--- src/rtl/pulse_responder.sv ---
// Pulse propagation responder: answers each accepted rising edge on recieved_signal with a
// fixed-turnaround reply pulse. Build option PULSE_RESPONDER_SYNC_EN adds a two-flop input synchronizer.
//
// state | meaning
// IDLE  | waiting for an enabled rising edge
// TURN  | counting the turnaround before the reply
// REPLY | driving sent_signal high
// HOLD  | dead time after the reply, edges are flagged as missed
module pulse_responder #(
  parameter int PERIODS_DIM = 16,
  parameter int TURNAROUND  = 260,
  parameter int PULSE_WIDTH = 130,
  parameter int HOLDOFF     = 64
) (
  input  logic                   clk,
  input  logic                   rst,
  input  logic                   recieved_signal,
  input  logic                   enable,
  input  logic                   clear_stats,
  output logic                   sent_signal,
  output logic                   busy,
  output logic [PERIODS_DIM-1:0] reply_count,
  output logic                   missed
);

  localparam logic [PERIODS_DIM-1:0] TURN_LOAD  = PERIODS_DIM'(TURNAROUND - 1);
  localparam logic [PERIODS_DIM-1:0] PULSE_LOAD = PERIODS_DIM'(PULSE_WIDTH - 1);
  localparam logic [PERIODS_DIM-1:0] HOLD_LOAD  = PERIODS_DIM'((HOLDOFF > 0) ? HOLDOFF - 1 : 0);

  typedef enum logic [1:0] {IDLE, TURN, REPLY, HOLD} state_t;

  state_t                 state;
  logic [PERIODS_DIM-1:0] cnt;
  logic                   in_s;
  logic                   in_d;
  logic                   rx_edge;

`ifdef PULSE_RESPONDER_SYNC_EN
  logic sync_1;
  logic sync_2;

  always_ff @(posedge clk) begin
    if (rst) begin
      sync_1 <= 1'b0;
      sync_2 <= 1'b0;
      in_s   <= 1'b0;
    end else begin
      sync_1 <= recieved_signal;
      sync_2 <= sync_1;
      in_s   <= sync_2;
    end
  end
`else
  // Input already synchronous to clk; no metastability protection here.
  always_ff @(posedge clk) begin
    if (rst) in_s <= 1'b0;
    else     in_s <= recieved_signal;
  end
`endif

  always_ff @(posedge clk) begin
    if (rst) in_d <= 1'b0;
    else     in_d <= in_s;
  end

  assign rx_edge = in_s & ~in_d;

  always_ff @(posedge clk) begin
    if (rst) begin
      state       <= IDLE;
      cnt         <= '0;
      sent_signal <= 1'b0;
      busy        <= 1'b0;
      reply_count <= '0;
      missed      <= 1'b0;
    end else begin
      case (state)
        IDLE: begin
          if (rx_edge && enable) begin
            state <= TURN;
            cnt   <= TURN_LOAD;
            busy  <= 1'b1;
          end
        end
        TURN: begin
          if (cnt == '0) begin
            state       <= REPLY;
            cnt         <= PULSE_LOAD;
            sent_signal <= 1'b1;
            reply_count <= reply_count + 1'b1;
          end else begin
            cnt <= cnt - 1'b1;
          end
        end
        REPLY: begin
          if (cnt == '0) begin
            sent_signal <= 1'b0;
            if (HOLDOFF == 0) begin
              state <= IDLE;
              busy  <= 1'b0;
            end else begin
              state <= HOLD;
              cnt   <= HOLD_LOAD;
            end
          end else begin
            cnt <= cnt - 1'b1;
          end
        end
        HOLD: begin
          if (cnt == '0) begin
            state <= IDLE;
            busy  <= 1'b0;
          end else begin
            cnt <= cnt - 1'b1;
          end
        end
        default: begin
          state       <= IDLE;
          sent_signal <= 1'b0;
          busy        <= 1'b0;
        end
      endcase

      if (rx_edge && (state != IDLE)) missed <= 1'b1;

      // Clearing wins over a same-cycle count increment or missed-edge set.
      if (clear_stats) begin
        reply_count <= '0;
        missed      <= 1'b0;
      end
    end
  end

endmodule

--- config.mk ---
export PLATFORM = sky130hd
export DESIGN_NAME = pulse_responder
export DESIGN_NICKNAME = d
export VERILOG_FILES = /design/src/rtl/pulse_responder.sv
export SDC_FILE = /design/constraint.sdc
export NUM_CORES = 1
export LEC_CHECK = 0
export ABC_CLOCK_PERIOD_IN_PS = 2800
export BUFFER_PORTS_ARGS = -buffer_cell sky130_fd_sc_hd__buf_2
export CORE_MARGIN = 4
export CORE_UTILIZATION = 60
export CTS_BUF_LIST = sky130_fd_sc_hd__clkbuf_2
export DETAILED_ROUTE_END_ITERATION = 7
export PLACE_DENSITY = 0.83
export SLEW_MARGIN = 20
export SYNTH_ARGS = -nofsm -noshare
export SYNTH_HDL_FRONTEND = slang
export SYNTH_SLANG_ARGS = --single-unit
--- constraint.sdc ---
create_clock -name clk -period 2.8 [get_ports clk]
set_input_delay 0.84 -clock clk [delete_from_list [all_inputs] [get_ports clk]]
set_output_delay 0.84 -clock clk [all_outputs]
set_load 0.03 [all_outputs]
# Yosys cells after proc, flatten, opt, wreduce, memory -nomap -nowiden
# Cells that the tools add are included.
[totals] register_bits=39 in_bits=5 output_inout_bits=19 wordCells=48
[classes] add_sub_neg=2 n_eq_ne=8 muxes=15 bitwise=2 reduce_logical=13
[op_table] cell="16-bit 2-to-1 mux" count=4
[op_table] cell="16-bit one-hot mux with 4 select lines" count=1
[op_table] cell="16-bit by 1-bit adder with 16-bit output (second input constant)" count=1
[op_table] cell="16-bit zero test" count=1
[op_table] cell="16-bit by 1-bit subtractor with 16-bit output (second input constant)" count=1
[op_table] cell="2-bit != test (second input constant)" count=5
[op_table] cell="2-bit 2-to-1 mux" count=4
[op_table] cell="2-bit one-hot mux with 4 select lines" count=1
[op_table] cell="3-bit AND reduction" count=2
[op_table] cell="2-bit nonzero test" count=3
[op_table] cell="2-bit equality test (second input constant)" count=2
[op_table] cell="1-bit one-hot mux with 2 select lines" count=2
[op_table] cell="2-bit AND reduction" count=2
[op_table] cell="4-bit AND reduction" count=1
[op_table] cell="1-bit 2-to-1 mux" count=3
[op_table] cell="2-bit by 1-bit equality test with 1-bit output (second input constant)" count=1
[op_table] cell="1-bit logical AND" count=2
[op_table] cell="2-bit zero test" count=1
[op_table] cell="2-bit OR reduction" count=1
[op_table] cell="1-bit AND" count=1
[op_table] cell="1-bit inverter" count=1

# Longest topological paths before layout
[logic_depth] word_depth=5 ltp_mapped=9 mapped_depth_nobuf=7

# Worst setup path before layout
# Ideal clock, no wire load.
[synth_timing] kind="in2reg" from="in enable" to="reg cnt[13]" arrival_time_ns=2.096 required_ns=2.732 setup_slack_ns=0.636 path_stages=5 cell_sequence="nand3b_1 a2111oi_4 o21ai_2 or4_4 a21oi_2"
[synth_via] elab_chain_len=3
[synth_lines] element="from (decl)" line_no="18" source="input logic enable,"
[synth_lines] element="1-bit logical AND" line_no="79" source="if (rx_edge && enable) begin"
[synth_lines] element="2-bit != test (no source line)"
[synth_lines] element="2-bit AND reduction (no source line)"
[synth_lines] element="to (signal assigned)" line_no="92" source="cnt <= cnt - 1'b1;"
[synth_lines] element="to (signal assigned)" line_no="106" source="cnt <= cnt - 1'b1;"
[synth_lines] element="to (signal assigned)" line_no="114" source="cnt <= cnt - 1'b1;"
[synth_lines] element="to (decl)" line_no="33" source="logic [PERIODS_DIM-1:0] cnt;"
# Every way passes these cells.
# A chain may end at the register's enable or synchronous reset.

# Worst setup path after layout
[layout_timing] from="reg cnt[0]" to="reg cnt[3]"
[layout_via] elab_chain_len=3 elab_cells_between_ends=8
[layout_lines] element="16-bit by 1-bit subtractor with 16-bit output or 16-bit zero test (tied branches)"
[layout_lines] element="16-bit 2-to-1 mux (tied with other cells)" line_no="110" source="if (cnt == '0) begin"
[layout_lines] element="16-bit one-hot mux with 4 select lines or 2-bit AND reduction (tied branches)"
# Parallel ways exist; a longest one is shown, timed or not. The select of a mux whose other input is x is not followed.

==> results by group <==
Outcome
  – Outcome: finished, final reports clean

Floorplanning
  – Die H: 65.7 µm
  – Core Rows: 20
  – Starting Density: 63.9%
  – Die Footprint: 0.00432 mm²
  – Num ports: 24
  – Die width: 65.7 µm
  – Core Region: 0.00313 mm²

Global route
  – Total GRT Usage: 20.0%
  – Vias in the first global route: 1,604
  – First-pass GRT wire length: 6.85 mm
  – Initial antenna violation count: 0
  – GRT overflow: 0
  – Largest net degree at the start of global routing: 18

Logic synthesis
  – Post-synth EDFFs: 0
  – Primary FF master, synth: dfxtp_1
  – Synthesis-stage register bit count: 39
  – Synth warn: 0
  – Seq/Total Area, Yosys: 39.1%
  – Mapped Nets: 246
  – Post-Synthesis Cells: 235
  – Post-Syn Area: 0.00200 mm²
  – Area leader, netlist: dfxtp_1
  – Area contributors post-synth: dfxtp_1 39%, nor2_1 5.6%, xnor2_1 5.3%
  – Synth cell types: 45
  – Mean Syn Cell Area: 8.50 µm²
  – Fraction of registers with async set/reset: 0%
  – Synth top area share: 39.1%

Route
  – Drt initial violations: 66
  – DR vias: 1,774
  – DRC errors left: 0
  – Routed WL: 3.94 mm
  – Routed Antenna Nets: 0
  – DR WL/cell: 13.0 µm
  – Drt pass-1 iters: 4
  – Average via count per standard cell: 5.84

Power and ir drop
  – Leak Pwr: 0.864 nW
  – Pwr per Cell Area: 1170 mW/mm²
  – Comb power frac: 59.4%
  – Net switching power: 1.24 mW
  – Clock network fraction of design power: 9.3%
  – Sequential power share: 31.3%
  – Sw Ratio: 48.3%
  – Worst IR drop on VDD: 1220 µV
  – Pint: 1.33 mW

Worst setup path
  – Worst Path Arrival: 2600 ps
  – Data required time of the worst path: 3070 ps
  – CP Max Fanout: 17
  – Critical path's slowest cell: nor4b_1
  – Startpoint class of the critical path: register
  – Delay of the slowest critical-path stage: 460 ps
  – CP cell instances: inv_1 -> ha_1 -> nor4b_1 -> nand4_1 -> buf_4 -> a31oi_1 -> a21oi_1 -> a221o_1
  – CP Capture Type: register
  – WS Path Type: register to register
  – R2R cell count: 8

CTS
  – CTS H-Tree Depth: 2
  – Cts hold-fix bufs: 0
  – Sinks on Clock Net: 39
  – Clock Latency Late Sink: 370 ps
  – Max clock buf depth: 2
  – Post-CTS Resized: 0
  – Total CTS buffers: 5
  – Worst-path clk slew: 170 ps
  – CTS tree: yes
  – Post-CTS Setup Bufs: 0
  – Root Buffer: clkbuf_2

Timing
  – Fin. max-slew vios: 0
  – Tmin final: 2320 ps
  – Worst Tran Pin Value: 653 ps
  – Max-Slew Margin vs Limit: 56.1%
  – Setup TNS: 0 ps
  – Fin crit share: 83.0%
  – Setup Skew: 14.0 ps
  – # setup viols final: 0
  – Final hold viol count: 0
  – Max frequency: 0.430 GHz
  – RSZ-0062 raised after global routing: false

Finish
  – Final Net Count: 270
  – Fin area: 0.00220 mm²
  – Number of antenna cells inserted: 0
  – Layout area overhead: 9.89%
  – Layout cells sized above 1: 17.3%

Placed design
  – Port Buffer Count: 23
  – DP Area: 0.00216 mm²
  – Post-DP HPWL: 2.86 mm
  – RePlAce Congestion: 0.883

Worst hold path
  – Hold Path Class: register to register
  – Hold path cells: 1

Job
  – Total of max-cap violations: 0
-- cell usage after synthesis, types with 2 or more instances --
cell type and number:
a211oi_1 4, a21o_1 2, a21oi_1 17, a31oi_1 3, and2_1 4, and3_1 3
and4_1 5, clkbuf_1 8, dfxtp_1 39, ha_1 6, inv_1 8, nand2_1 12
nand3_1 6, nand4_1 7, nor2_1 30, nor2b_1 2, nor3_1 10, nor3b_1 3
nor4_1 6, nor4b_1 2, o21a_1 2, o21ai_0 5, o31ai_1 5, o32ai_1 2
or2_2 3, or3_1 3, or4_1 3, or4_4 2, xnor2_1 12, xor2_1 6
-- placed cells by master (no fill, tap or decap), types with 6 or more instances in the layout --
cell / n
a21oi_1: 17
buf_2: 23
clkbuf_2: 7
dfxtp_1: 39
ha_1: 6
inv_1: 8
nand2_1: 12
nand3_1: 6
nand4_1: 7
nor2_1: 30
nor3_1: 10
nor4_1: 6
xnor2_1: 12
xor2_1: 6
-- layout make-up --
| cell class | instances | area [µm²] |
|---|---|---|
| timing repair buffer | 26 | 138 |
| multi-input combinational | 179 | 1150 |
| inverter | 8 | 30.0 |
| tap | 44 | 55.1 |
| sequential | 39 | 781 |
| clock buffer | 7 | 35.0 |
| fill | 255 | 932 |
| clock inverter | 1 | 5.00 |
-- power by group through the flow --
stage / clock network (mW) / registers (mW) / logic [mW]
6_report: 0.241 / 0.807 / 1.53
5_1_grt: 0.274 / 0.827 / 1.71
4_1_cts: 0.251 / 0.802 / 1.52
3_5_place_dp: 0 / 0.813 / 1.51
3_3_place_gp: 0 / 0.810 / 1.50
2_1_floorplan: 0 / 0.820 / 1.15
-- worst max-delay path: cells and delay by family (launching register included) --
kind,cells,cell delay [ps]
AOI/OAI and AO/OA,3,710
and+or+nand+nor,2,610
DFF,1,370
buffers and inverters,2,310
adders and majority gates,1,230
-- metal layers --
layer | track usage (%) | part of all wire, % | vias up
met3 | 4.79 | 4.4 | 5
met5 | 0 | 0 | -
met4 | 9.07 | 0.86 | 0
li1 | - | - | 906
met2 | 32.4 | 47 | 35
met1 | 24.9 | 48 | 828
-- stage by stage --
stage	instances	total power [mW]	util [%]	worst slack, ps	hold slack [ps]
finish	304	2.58	70.2	476	492
global route	304	2.81	70.2	279	511
CTS	304	2.57	70.2	492	495
detailed placement	296	2.32	68.9	483	465
global placement	296	2.31	68.9	519	450
floorplan	235	1.97	-	636	452
-- flip-flops by register name, summed over array words and instances, names as in the netlist --
register	flops
cnt	16
reply_count	16
state	2
busy	1
in_d	1
in_s	1
missed	1
sent_signal	1
-- cells by family (layout without fill, tap and decap cells) --
| logic type | count (synthesis) | count (layout) | share of synthesized area, % |
|---|---|---|---|
| mux | 1 | 1 | 0.501 |
| simple gates | 105 | 105 | 28.7 |
| fa+ha+maj | 6 | 6 | 3.76 |
| buf+inv | 17 | 42 | 3.26 |
| xor+xnor | 18 | 18 | 7.89 |
| flops | 39 | 39 | 39.1 |
| compound gates | 49 | 49 | 16.8 |
-- worst paths after layout --
| kind | slack (ps) | start | end |
|---|---|---|---|
| worst min-delay path | 490 | in_s$_SDFF_PP0_ | in_d$_SDFF_PP0_ |
| worst max register to register | 480 | cnt[0]$_SDFFE_PP0P_ | cnt[3]$_SDFFE_PP0P_ |
| worst min register to register | 490 | in_s$_SDFF_PP0_ | in_d$_SDFF_PP0_ |
| worst max-delay path | 480 | cnt[0]$_SDFFE_PP0P_ | cnt[3]$_SDFFE_PP0P_ |
No activity file was read; power rests on OpenSTA's default activity.
